`src/rtl/dcr_pkg.sv`:
```
// Shared types and constants for the DCR fetch unit and its helpers.
//   fu_state_t    : fetch-unit FSM states
//   pcsrc_t       : next-PC select codes driven by the MCU
//   OP_BEQ/OP_BNE : opcodes that compare rs against rt (all others against zero)
//   GSE_*         : bit positions inside the {greater, less, equal} flag vector
//   branch_offset : sign-extended, word-scaled branch displacement
package dcr_pkg;

    typedef enum logic {
        FETCH = 1'b0,
        EXEC  = 1'b1
    } fu_state_t;

    typedef enum logic [1:0] {
        PCSRC_SEQ = 2'b00,
        PCSRC_BR  = 2'b01,
        PCSRC_JMP = 2'b10,
        PCSRC_REG = 2'b11
    } pcsrc_t;

    localparam logic [5:0] OP_BEQ = 6'b000100;
    localparam logic [5:0] OP_BNE = 6'b000101;

    localparam int GSE_G = 2;
    localparam int GSE_L = 1;
    localparam int GSE_E = 0;

    function automatic logic [31:0] branch_offset(input logic [15:0] imm);
        return {{14{imm[15]}}, imm, 2'b00};
    endfunction

endpackage

```
`src/rtl/dcr_branch_cmp.sv`:
```
// Branch comparator: signed compare of rs against operand B, where B is rt
// for BEQ/BNE and zero for every other opcode (BGEZ, BLTZ, ...).
// Ports:
//   opcode  in  6   IR[31:26]
//   rs_data in  32  register-file rs read data
//   rt_data in  32  register-file rt read data
//   gse     out 3   {greater, less, equal}, exactly one bit set
module dcr_branch_cmp
    import dcr_pkg::*;
#(
    parameter int DATA_WIDTH = 32
) (
    input  logic [5:0]            opcode,
    input  logic [DATA_WIDTH-1:0] rs_data,
    input  logic [DATA_WIDTH-1:0] rt_data,
    output logic [2:0]            gse
);

    logic [DATA_WIDTH-1:0] operand_b;

    always_comb begin
        operand_b = ((opcode == OP_BEQ) || (opcode == OP_BNE)) ? rt_data : '0;
        gse       = 3'b000;
        if ($signed(rs_data) > $signed(operand_b)) begin
            gse[GSE_G] = 1'b1;
        end else if ($signed(rs_data) < $signed(operand_b)) begin
            gse[GSE_L] = 1'b1;
        end else begin
            gse[GSE_E] = 1'b1;
        end
    end

endmodule

```
`src/rtl/dcr_fetch_unit.sv`:
```
// Fetch unit: owns PC, IR and a two-state FETCH/EXEC loop. Fetches over a
// req/valid handshake, exposes the IR fields and compare flags to the MCU,
// and applies the MCU's PCSrc on the commit cycle. No branch delay slot.
// Ports:
//   ClockInFU / ResetInFU           clock, synchronous active-high reset
//   ImemReqOutFU / ImemAddrOutFU    fetch request and address (= PC)
//   ImemDataInFU / ImemValidInFU    fetched word and its valid strobe
//   StallInFU                       datapath hold, honoured in EXEC
//   PCSrcInFU                       next-PC select from the MCU
//   RsDataInFU / RtDataInFU         register-file read data
//   OpcodeOutFU/RtOutFU/FuncOutFU   IR fields to the MCU
//   GSEOutFU                        {greater, less, equal} flags
//   InstrOutFU                      full IR
//   InstrValidOutFU                 commit strobe
//   PCOutFU / PCPlus4OutFU          PC of the IR and its link value
module dcr_fetch_unit
    import dcr_pkg::*;
#(
    parameter logic [31:0] RESET_VECTOR = 32'h0000_0000,
    // Field slicing below assumes a 32-bit instruction word; only 32 is supported.
    parameter int          DATA_WIDTH   = 32
) (
    input  logic                  ClockInFU,
    input  logic                  ResetInFU,
    output logic                  ImemReqOutFU,
    output logic [DATA_WIDTH-1:0] ImemAddrOutFU,
    input  logic [DATA_WIDTH-1:0] ImemDataInFU,
    input  logic                  ImemValidInFU,
    input  logic                  StallInFU,
    input  logic [1:0]            PCSrcInFU,
    input  logic [DATA_WIDTH-1:0] RsDataInFU,
    input  logic [DATA_WIDTH-1:0] RtDataInFU,
    output logic [5:0]            OpcodeOutFU,
    output logic [4:0]            RtOutFU,
    output logic [5:0]            FuncOutFU,
    output logic [2:0]            GSEOutFU,
    output logic [DATA_WIDTH-1:0] InstrOutFU,
    output logic                  InstrValidOutFU,
    output logic [DATA_WIDTH-1:0] PCOutFU,
    output logic [DATA_WIDTH-1:0] PCPlus4OutFU
);

    fu_state_t             state_reg;
    logic [DATA_WIDTH-1:0] pc_reg;
    logic [DATA_WIDTH-1:0] ir_reg;

    logic [DATA_WIDTH-1:0] pc_plus4;
    logic [DATA_WIDTH-1:0] pc_next;
    logic [2:0]            gse_raw;
    logic                  exec_active;
    logic                  commit;

    // Handshake and commit outputs are qualified by the reset input so that
    // nothing is requested or retired during a reset cycle, whatever state
    // the FSM happened to be in.
    assign exec_active = (state_reg == EXEC) && !ResetInFU;
    assign commit      = exec_active && !StallInFU;

    assign pc_plus4 = pc_reg + 32'd4;

    always_comb begin
        pc_next = pc_plus4;
        case (pcsrc_t'(PCSrcInFU))
            PCSRC_SEQ: pc_next = pc_plus4;
            PCSRC_BR:  pc_next = pc_plus4 + branch_offset(ir_reg[15:0]);
            PCSRC_JMP: pc_next = {pc_plus4[31:28], ir_reg[25:0], 2'b00};
            PCSRC_REG: pc_next = {RsDataInFU[31:2], 2'b00};
            default:   pc_next = pc_plus4;
        endcase
    end

    always_ff @(posedge ClockInFU) begin
        if (ResetInFU) begin
            state_reg <= FETCH;
            pc_reg    <= RESET_VECTOR;
            ir_reg    <= '0;
        end else begin
            case (state_reg)
                FETCH: begin
                    if (ImemValidInFU) begin
                        ir_reg    <= ImemDataInFU;
                        state_reg <= EXEC;
                    end
                end
                EXEC: begin
                    if (!StallInFU) begin
                        pc_reg    <= pc_next;
                        state_reg <= FETCH;
                    end
                end
                default: state_reg <= FETCH;
            endcase
        end
    end

    dcr_branch_cmp #(
        .DATA_WIDTH (DATA_WIDTH)
    ) u_branch_cmp (
        .opcode  (ir_reg[31:26]),
        .rs_data (RsDataInFU),
        .rt_data (RtDataInFU),
        .gse     (gse_raw)
    );

    // Flags are only meaningful while the MCU decodes in EXEC.
    for (genvar gi = 0; gi < 3; gi++) begin : g_gse
        assign GSEOutFU[gi] = gse_raw[gi] & exec_active;
    end

    assign ImemReqOutFU    = (state_reg == FETCH) && !ResetInFU;
    assign ImemAddrOutFU   = pc_reg;
    assign OpcodeOutFU     = ir_reg[31:26];
    assign RtOutFU         = ir_reg[20:16];
    assign FuncOutFU       = ir_reg[5:0];
    assign InstrOutFU      = ir_reg;
    assign InstrValidOutFU = commit;
    assign PCOutFU         = pc_reg;
    assign PCPlus4OutFU    = pc_plus4;

endmodule
```
`config.mk`:
```
export PLATFORM = sky130hd
export DESIGN_NAME = dcr_fetch_unit
export DESIGN_NICKNAME = d
export VERILOG_FILES = /design/src/rtl/dcr_pkg.sv /design/src/rtl/dcr_branch_cmp.sv /design/src/rtl/dcr_fetch_unit.sv
export SDC_FILE = /design/constraint.sdc
export NUM_CORES = 1
export LEC_CHECK = 0
export BUFFER_PORTS_ARGS = -buffer_cell sky130_fd_sc_hd__buf_4
export CAP_MARGIN = 20
export CORE_ASPECT_RATIO = 0.5
export CORE_MARGIN = 1
export CORE_UTILIZATION = 55
export CTS_BUF_LIST = sky130_fd_sc_hd__clkbuf_4
export CTS_CLUSTER_SIZE = 25
export DETAILED_ROUTE_END_ITERATION = 8
export GPL_TIMING_DRIVEN = 0
export HOLD_SLACK_MARGIN = 0.02
export PLACE_DENSITY = 0.9
export SLEW_MARGIN = 20
export SYNTH_ARGS = -nofsm -noshare
export SYNTH_HDL_FRONTEND = slang
export SYNTH_SLANG_ARGS = --single-unit
export TNS_END_PERCENT = 100
```
`constraint.sdc`:
```
create_clock -name ClockInFU -period 8.1 [get_ports ClockInFU]
set_clock_uncertainty 0.05 [all_clocks]
set_input_delay 1.62 -clock ClockInFU [delete_from_list [all_inputs] [get_ports ClockInFU]]
set_output_delay 1.62 -clock ClockInFU [all_outputs]
set_load 0.01 [all_outputs]
```
==> summary.md, run 1 <==
| Metric | Value |
|---|---|
| PwrDens | approximately 110 mW/mm² |
| Die Span X | approximately 150 µm |
| Most frequent cells in the layout | buf_4 (297), nand2_1 (142), a21oi_1 (80), ha_1 (67), dfxtp_1 (63) |
| Critical register-to-register path endpoint | ImemAddrOutFU[31] |
| P_sw | between 300 and 400 µW |
| Die H | slightly below 80 µm |
| GRT overflow | 0 |
| Diodes inserted | 0 |
| EDFF count, synth | 0 |
| Crit path max fanout | 10 |
| Fin worst setup slack | around 1.7 ns |
| Root Driver | clkbuf_4 |
| Largest stage delay, worst path | between 0.7 and 0.8 ns |
| Post-route clock period utilization | around four fifths |
| Sequential share of the synthesized area | about a fifth |
| Worst Max-Slew Pin Slew | approximately 0.99 ns |
| Fin nets | around 1200 |
| Post-DRT Antenna Nets | 0 |
| Drt pass-1 iters | 5 |
| Worst path required time | between 6 and 7 ns |
| Max VDD drop | roughly 0.000067 V |
| Worst hold path depth | 2 |
| Netlist Area Pre-Place | between 0.006 and 0.007 mm² |
| CTS Sinks | 63 |
| FF+latch count, synth | 63 |
| Critical path's top delay family | simple AND/OR/NAND/NOR gates |
| Crit path cell chain | nand2b_1 -> nor4_1 -> clkbuf_1 -> nand2_1 -> ha_1 -> nand4_1 -> nor4b_1 -> o21a_1 -> o41a_1 -> nor4bb_1 -> buf_4 |
| Dpl ws | approximately 2.3 ns |
| CP arrival | approximately 4.7 ns |
| Area Growth Syn to Fin | 34.3% |
| Fin. max-slew vios | 0 |
| FMAX | between 0.15 and 0.2 GHz |
| RSZ-0062 raised after global routing | no |
| Hold Buf Count CTS | 0 |
| Num ports | around 250 |
| GRT Util Overall | between 30% and 40% |
| Endpoints failing setup | 0 |
| Leakage Power | roughly 0.0042 µW |
| Synth cell types | 80 |
| Share of post-route cells with drive strength above 1 | between 30% and 40% |
| Synthesized area per cell | about 8.0 µm² |
| Hold Crit Endpoint | InstrOutFU[26] |
| Post_cts resized | 0 |
| CTS Buffer Depth | 2 |
| Fin Setup TNS | 0 ns |
| Primary FF master, synth | dfxtp_1 |
| Internal power | just under 600 µW |
| Mapped Cells | around 800 |
| GPL Wtd Cong | between 0.9 and 1 |
| Ys async rst share | 0% |
| Status | complete, no violations |
| Skew-Pair Late Insertion Delay | between 0.4 and 0.5 ns |
| Clock share of power | between 20% and 30% |
| First-pass GRT wire length | ~35 mm |
| DRT Wirelength | about 23 mm |
| Sequential Power Share | 38.6% |
| R2R setup slack | approximately 3.4 ns |
| Pin count of the biggest net entering global routing | 21 |
| Switching Fraction | roughly 36% |
| Setup bufs post-CTS | 0 |
| H-tree Lvls | 3 |
| Commonest non-fill, non-tap cell in the layout | buf_4 |
| WP buf/inv | 2 |
| Initial Utilization | 57.4% |
| Initial antenna violation count | 0 |
| Yosys synthesis warning count | 0 |
| Setup crit end kind | output port |
| Number of CTS-inserted buffers | 9 |
| Max_cap viols | 0 |
| Die footprint | between 0.01 and 0.015 mm² |
| IO buf count | ~240 |
| Hold Path Class | flop to flop |
| Vias | approximately 7200 |
| Final Hold Fails | 0 |
| Vias/cell | roughly 5.9 |
| Proportion of power drawn by combinational gates | between 30% and 40% |
| Vias in the first global route | roughly 6800 |
| Final Util | between 70% and 80% |
| Critical-path top delay cell | nor4b_1 |
| Layout fillers | ~830 |
| Core area | 0.0112 mm² |
| Critical path startpoint category | flop |
| CTS tree | done |
| Hold path start | InstrOutFU[26] |
| DRC Markers | 0 |
| FP Rows | 27 |
| Slew headroom | roughly 34% |
| Reg2Reg Depth | 13 |
| Fin crit period | between 6 and 7 ns |
| Initial DRC count | 700 |
| R2r startpoint | ImemAddrOutFU[2] |
| Overall power | 905 µW |
| Critical path class | flop to output port |
| Post-DP HPWL | between 15 and 20 mm |
| Max FFs per register | 32 |
| Wirelength per Cell | approximately 19 µm |
| Clk slew on worst S/H paths | ~0.13 ns |
[power by group through the flow]
stage	combinational, µW	sequential, µW	clock [µW]
2_1_floorplan	164	355	0
3_3_place_gp	291	355	0
3_5_place_dp	298	356	0
4_1_cts	300	349	247
5_1_grt	328	352	261
6_report	305	350	250
[per-stage QoR]
| stage | instance area (µm²) | hold WS (ns) | std cells |
|---|---|---|---|
| 2_1_floorplan | 6430 | 0.440 | 802 |
| 3_3_place_gp | 8460 | 0.416 | 1205 |
| 3_5_place_dp | 8460 | 0.424 | 1205 |
| 4_1_cts | 8610 | 0.443 | 1221 |
| 5_1_grt | 8610 | 0.470 | 1221 |
| 6_report | 8610 | 0.440 | 1221 |
[cell families (layout without fill, tap and decap cells)]
logic type                 after synthesis  count (layout)  share of synthesized area [%]
and+or+nand+nor                        261             261                           19.6
AOI/OAI and AO/OA                      216             216                           22.1
buffers and inverters                  110             370                           10.8
adders and majority gates               68              68                           13.4
DFF                                     63              63                           19.7
xor gates and xnor gates                50              50                           7.18
muxes                                   28              28                           7.14
other                                    1               6                         0.0585
[worst reg2reg max path: cells and delay by family (launching register included)]
kind | cells | cell delay (ns)
fa+ha+maj | 2 | 0.60
simple gates | 5 | 2.20
compound gates | 5 | 0.90
flops | 1 | 0.48
xor+xnor | 1 | 0.34
[worst max path at each step]
stage / startpoint / endpoint / slack (ns) / cells after the start
final: InstrOutFU[27] / GSEOutFU[0] / 1.70 / 11
after global routing: InstrOutFU[27] / GSEOutFU[0] / 1.52 / 11
after CTS: InstrOutFU[27] / GSEOutFU[0] / 1.89 / 11
after detailed placement: RtDataInFU[31] / GSEOutFU[0] / 2.28 / 9
after global placement: RtDataInFU[31] / GSEOutFU[0] / 2.41 / 9
after floorplan: RtDataInFU[1] / GSEOutFU[1] / 2.84 / 10
[cells in the mapped netlist, drive strengths merged, types with 3 or more instances]
cell,instances,area share [%]
mux4,14,4.9
or3,5,0.57
nor4,5,1.1
a22o,14,1.9
a221oi,3,0.41
xnor2,29,4.0
a21oi,80,6.2
mux2i,12,1.9
nor3,5,0.57
xor2,20,2.8
a41oi,3,0.41
o21ai,33,2.6
a221o,5,0.78
nor2,35,2.2
nand3,15,1.2
inv,19,1.1
ha,67,13
o21a,7,0.82
and2,6,0.59
nand2,142,8.3
dfxtp,63,20
nor2b,7,0.68
clkbuf,30,2.4
a21o,27,3.2
nand4,21,2.1
a31oi,7,0.92
nand2b,8,0.78
buf,61,7.4
o21bai,5,0.59
o2bb2ai,4,0.55
a211oi,4,0.47
[per-layer routing]
layer  up-vias  global-route usage, %  share of wire (%)
met5         -                      0                  0
met2       408                   59.5                 46
li1       3344                      -                  -
met3        68                   7.23                 10
met1      3373                   48.4                 41
met4         0                   15.7                3.0
[cell type report]
cell class	count	area [µm²]	share of cell area [%]
Tap cell	159	199	2.31
Clock inverter	7	81.3	0.944
Buffer	91	624	7.25
Multi-Input combinational cell	629	4480	52.0
Inverter	19	71.3	0.828
Clock buffer	9	67.6	0.785
Sequential cell	63	1260	14.6
Timing Repair Buffer	244	1830	21.3
Power figures use the tool's default switching activity.
==> run 2, diff against run 1 <==
--- a/config.mk
+++ b/config.mk
@@ -9,13 +9,13 @@
 export CAP_MARGIN = 20
 export CORE_ASPECT_RATIO = 0.5
 export CORE_MARGIN = 1
-export CORE_UTILIZATION = 55
+export CORE_UTILIZATION = 51
 export CTS_BUF_LIST = sky130_fd_sc_hd__clkbuf_4
 export CTS_CLUSTER_SIZE = 25
 export DETAILED_ROUTE_END_ITERATION = 8
 export GPL_TIMING_DRIVEN = 0
 export HOLD_SLACK_MARGIN = 0.02
-export PLACE_DENSITY = 0.9
+export PLACE_DENSITY = 0.84
 export SLEW_MARGIN = 20
 export SYNTH_ARGS = -nofsm -noshare
 export SYNTH_HDL_FRONTEND = slang
==> constraint.sdc (replaced) <==
create_clock -name ClockInFU -period 6.3 [get_ports ClockInFU]
set_clock_uncertainty 0.05 [all_clocks]
set_input_delay 1.26 -clock ClockInFU [delete_from_list [all_inputs] [get_ports ClockInFU]]
set_output_delay 1.26 -clock ClockInFU [all_outputs]
set_load 0.01 [all_outputs]
==> summary.md, run 2 (same netlist as run 1, synthesis figures left out) <==
| Metric | Value |
|---|---|
| Wirelength per Cell | around 18 µm |
| Worst hold path depth | 2 |
| Post-DP Area | roughly 0.0085 mm² |
| FP Rows | 28 |
| GPL Wtd Cong | about 0.96 |
| Max VDD drop | slightly below 0.00009 V |
| GRT overflow | 0 |
| Skew-Pair Late Insertion Delay | between 0.4 and 0.5 ns |
| Worst Max-Slew Pin Slew | approximately 0.98 ns |
| Crit path max fanout | 10 |
| Clk slew on worst S/H paths | between 0.1 and 0.15 ns |
| Commonest non-fill, non-tap cell in the layout | buf_4 |
| Status | complete, no violations |
| Worst path required time | 4.99 ns |
| PwrDens | roughly 140 mW/mm² |
| Die H | 81.3 µm |
| Share of post-route cells with drive strength above 1 | between 30% and 40% |
| Overall power | ~1200 µW |
| Reg2Reg Depth | 13 |
| CTS tree | done |
| Max FFs per register | 32 |
| CTS Sinks | 63 |
| Vias in the first global route | around 6600 |
| Root Driver | clkbuf_4 |
| R2R setup slack | ~1.6 ns |
| Number of CTS-inserted buffers | 9 |
| Die footprint | between 0.01 and 0.015 mm² |
| Pin count of the biggest net entering global routing | 21 |
| Area Growth Syn to Fin | 35.0% |
| GRT Util Overall | 33.2% |
| CP arrival | ~4.7 ns |
| FMAX | between 0.15 and 0.2 GHz |
| H-tree Lvls | 3 |
| Hold Buf Count CTS | 0 |
| Hold Path Class | flop to flop |
| Most frequent cells in the layout | buf_4 (297), nand2_1 (142), a21oi_1 (80), ha_1 (67), dfxtp_1 (63) |
| Post-DRT Antenna Nets | 0 |
| Endpoints failing setup | 0 |
| Core area | roughly 0.012 mm² |
| Vias/cell | around 5.8 |
| First-pass GRT wire length | between 30 and 40 mm |
| Layout fillers | just under 1000 |
| Initial DRC count | between 500 and 600 |
| Hold path start | InstrOutFU[26] |
| Cells after DPL | 1211 |
| RSZ-0062 raised after global routing | no |
| DRT Wirelength | approximately 22 mm |
| Vias | 7147 |
| Fin crit period | between 6 and 7 ns |
| Fin nets | 1227 |
| Setup bufs post-CTS | 0 |
| CTS Buffer Depth | 2 |
| Fin area | 0.00866 mm² |
| Setup crit end kind | output port |
| Critical path startpoint category | flop |
| Num ports | 252 |
| Fin cells | roughly 1200 |
| Final Hold Fails | 0 |
| Max_cap viols | 0 |
| DRC Markers | 0 |
| Drt pass-1 iters | 5 |
| Post_cts resized | 0 |
| Initial antenna violation count | 0 |
| Leakage Power | around 0.0042 µW |
| Die Span X | 161 µm |
| R2r startpoint | ImemAddrOutFU[3] |
| Final Util | around 72% |
| IO buf count | 244 |
| Initial Utilization | 53.4% |
| Critical register-to-register path endpoint | ImemAddrOutFU[31] |
| Diodes inserted | 0 |
| Critical path class | flop to output port |
| Fin Setup TNS | 0 ns |
| Slew headroom | roughly 34% |
| Post-DP HPWL | between 15 and 20 mm |
| Fin. max-slew vios | 0 |
| Post-route clock period utilization | 95.3% |
| Hold Crit Endpoint | InstrOutFU[26] |
[run 2: worst max path at each step]
stage / start / endpoint / slack, ns
floorplan: RtDataInFU[1] / GSEOutFU[1] / 1.76
global placement: InstrOutFU[27] / GSEOutFU[0] / 1.22
detailed placement: InstrOutFU[27] / GSEOutFU[0] / 0.99
CTS: InstrOutFU[27] / GSEOutFU[0] / 0.45
global route: InstrOutFU[27] / GSEOutFU[0] / 0.19
finish: InstrOutFU[27] / GSEOutFU[0] / 0.29
[run 2: where the power goes]
part	total [µW]	leakage, µW	switching (µW)	internal [µW]
Sequential	450	0.000514	32.1	418
Combinational	390	0.00363	192	198
Clock	383	0.000100	181	202
Total	1220	0.00424	406	818
[run 2: final cells by class]
cell class | count | area (µm²) | share of cell area, %
Multi-Input combinational cell | 629 | 4480 | 51.7
Clock inverter | 7 | 121 | 1.40
Inverter | 19 | 71.3 | 0.824
Sequential cell | 63 | 1260 | 14.6
Timing Repair Buffer | 244 | 1830 | 21.2
Tap cell | 165 | 206 | 2.38
Buffer | 91 | 624 | 7.21
Clock buffer | 9 | 67.6 | 0.780
[run 2: metrics by stage]
stage | hold slack, ns | worst slack (ns)
CTS | 0.438 | 0.449
global placement | 0.412 | 1.22
finish | 0.434 | 0.295
floorplan | 0.440 | 1.76
detailed placement | 0.420 | 0.994
global route | 0.469 | 0.186
[run 2: worst max-delay path, cell delays in order (launching register included)]
cell and delay, ns:
dfxtp_1 0.36, nand2b_1 0.15, nor4_1 0.51, clkbuf_1 0.60
nand2_1 0.13, ha_1 0.36, nand4_1 0.22, nor4b_1 0.77
o21a_1 0.31, o41a_1 0.29, nor4bb_1 0.35, buf_4 0.19
[run 2: per-layer routing]
| layer | up-vias | global-route usage, % | share of wire, % |
|---|---|---|---|
| li1 | 3338 | - | - |
| met1 | 3350 | 42.7 | 41 |
| met2 | 410 | 56.0 | 46 |
| met3 | 49 | 7.35 | 10 |
| met4 | 0 | 10.6 | 2.4 |
| met5 | - | 0 | 0 |
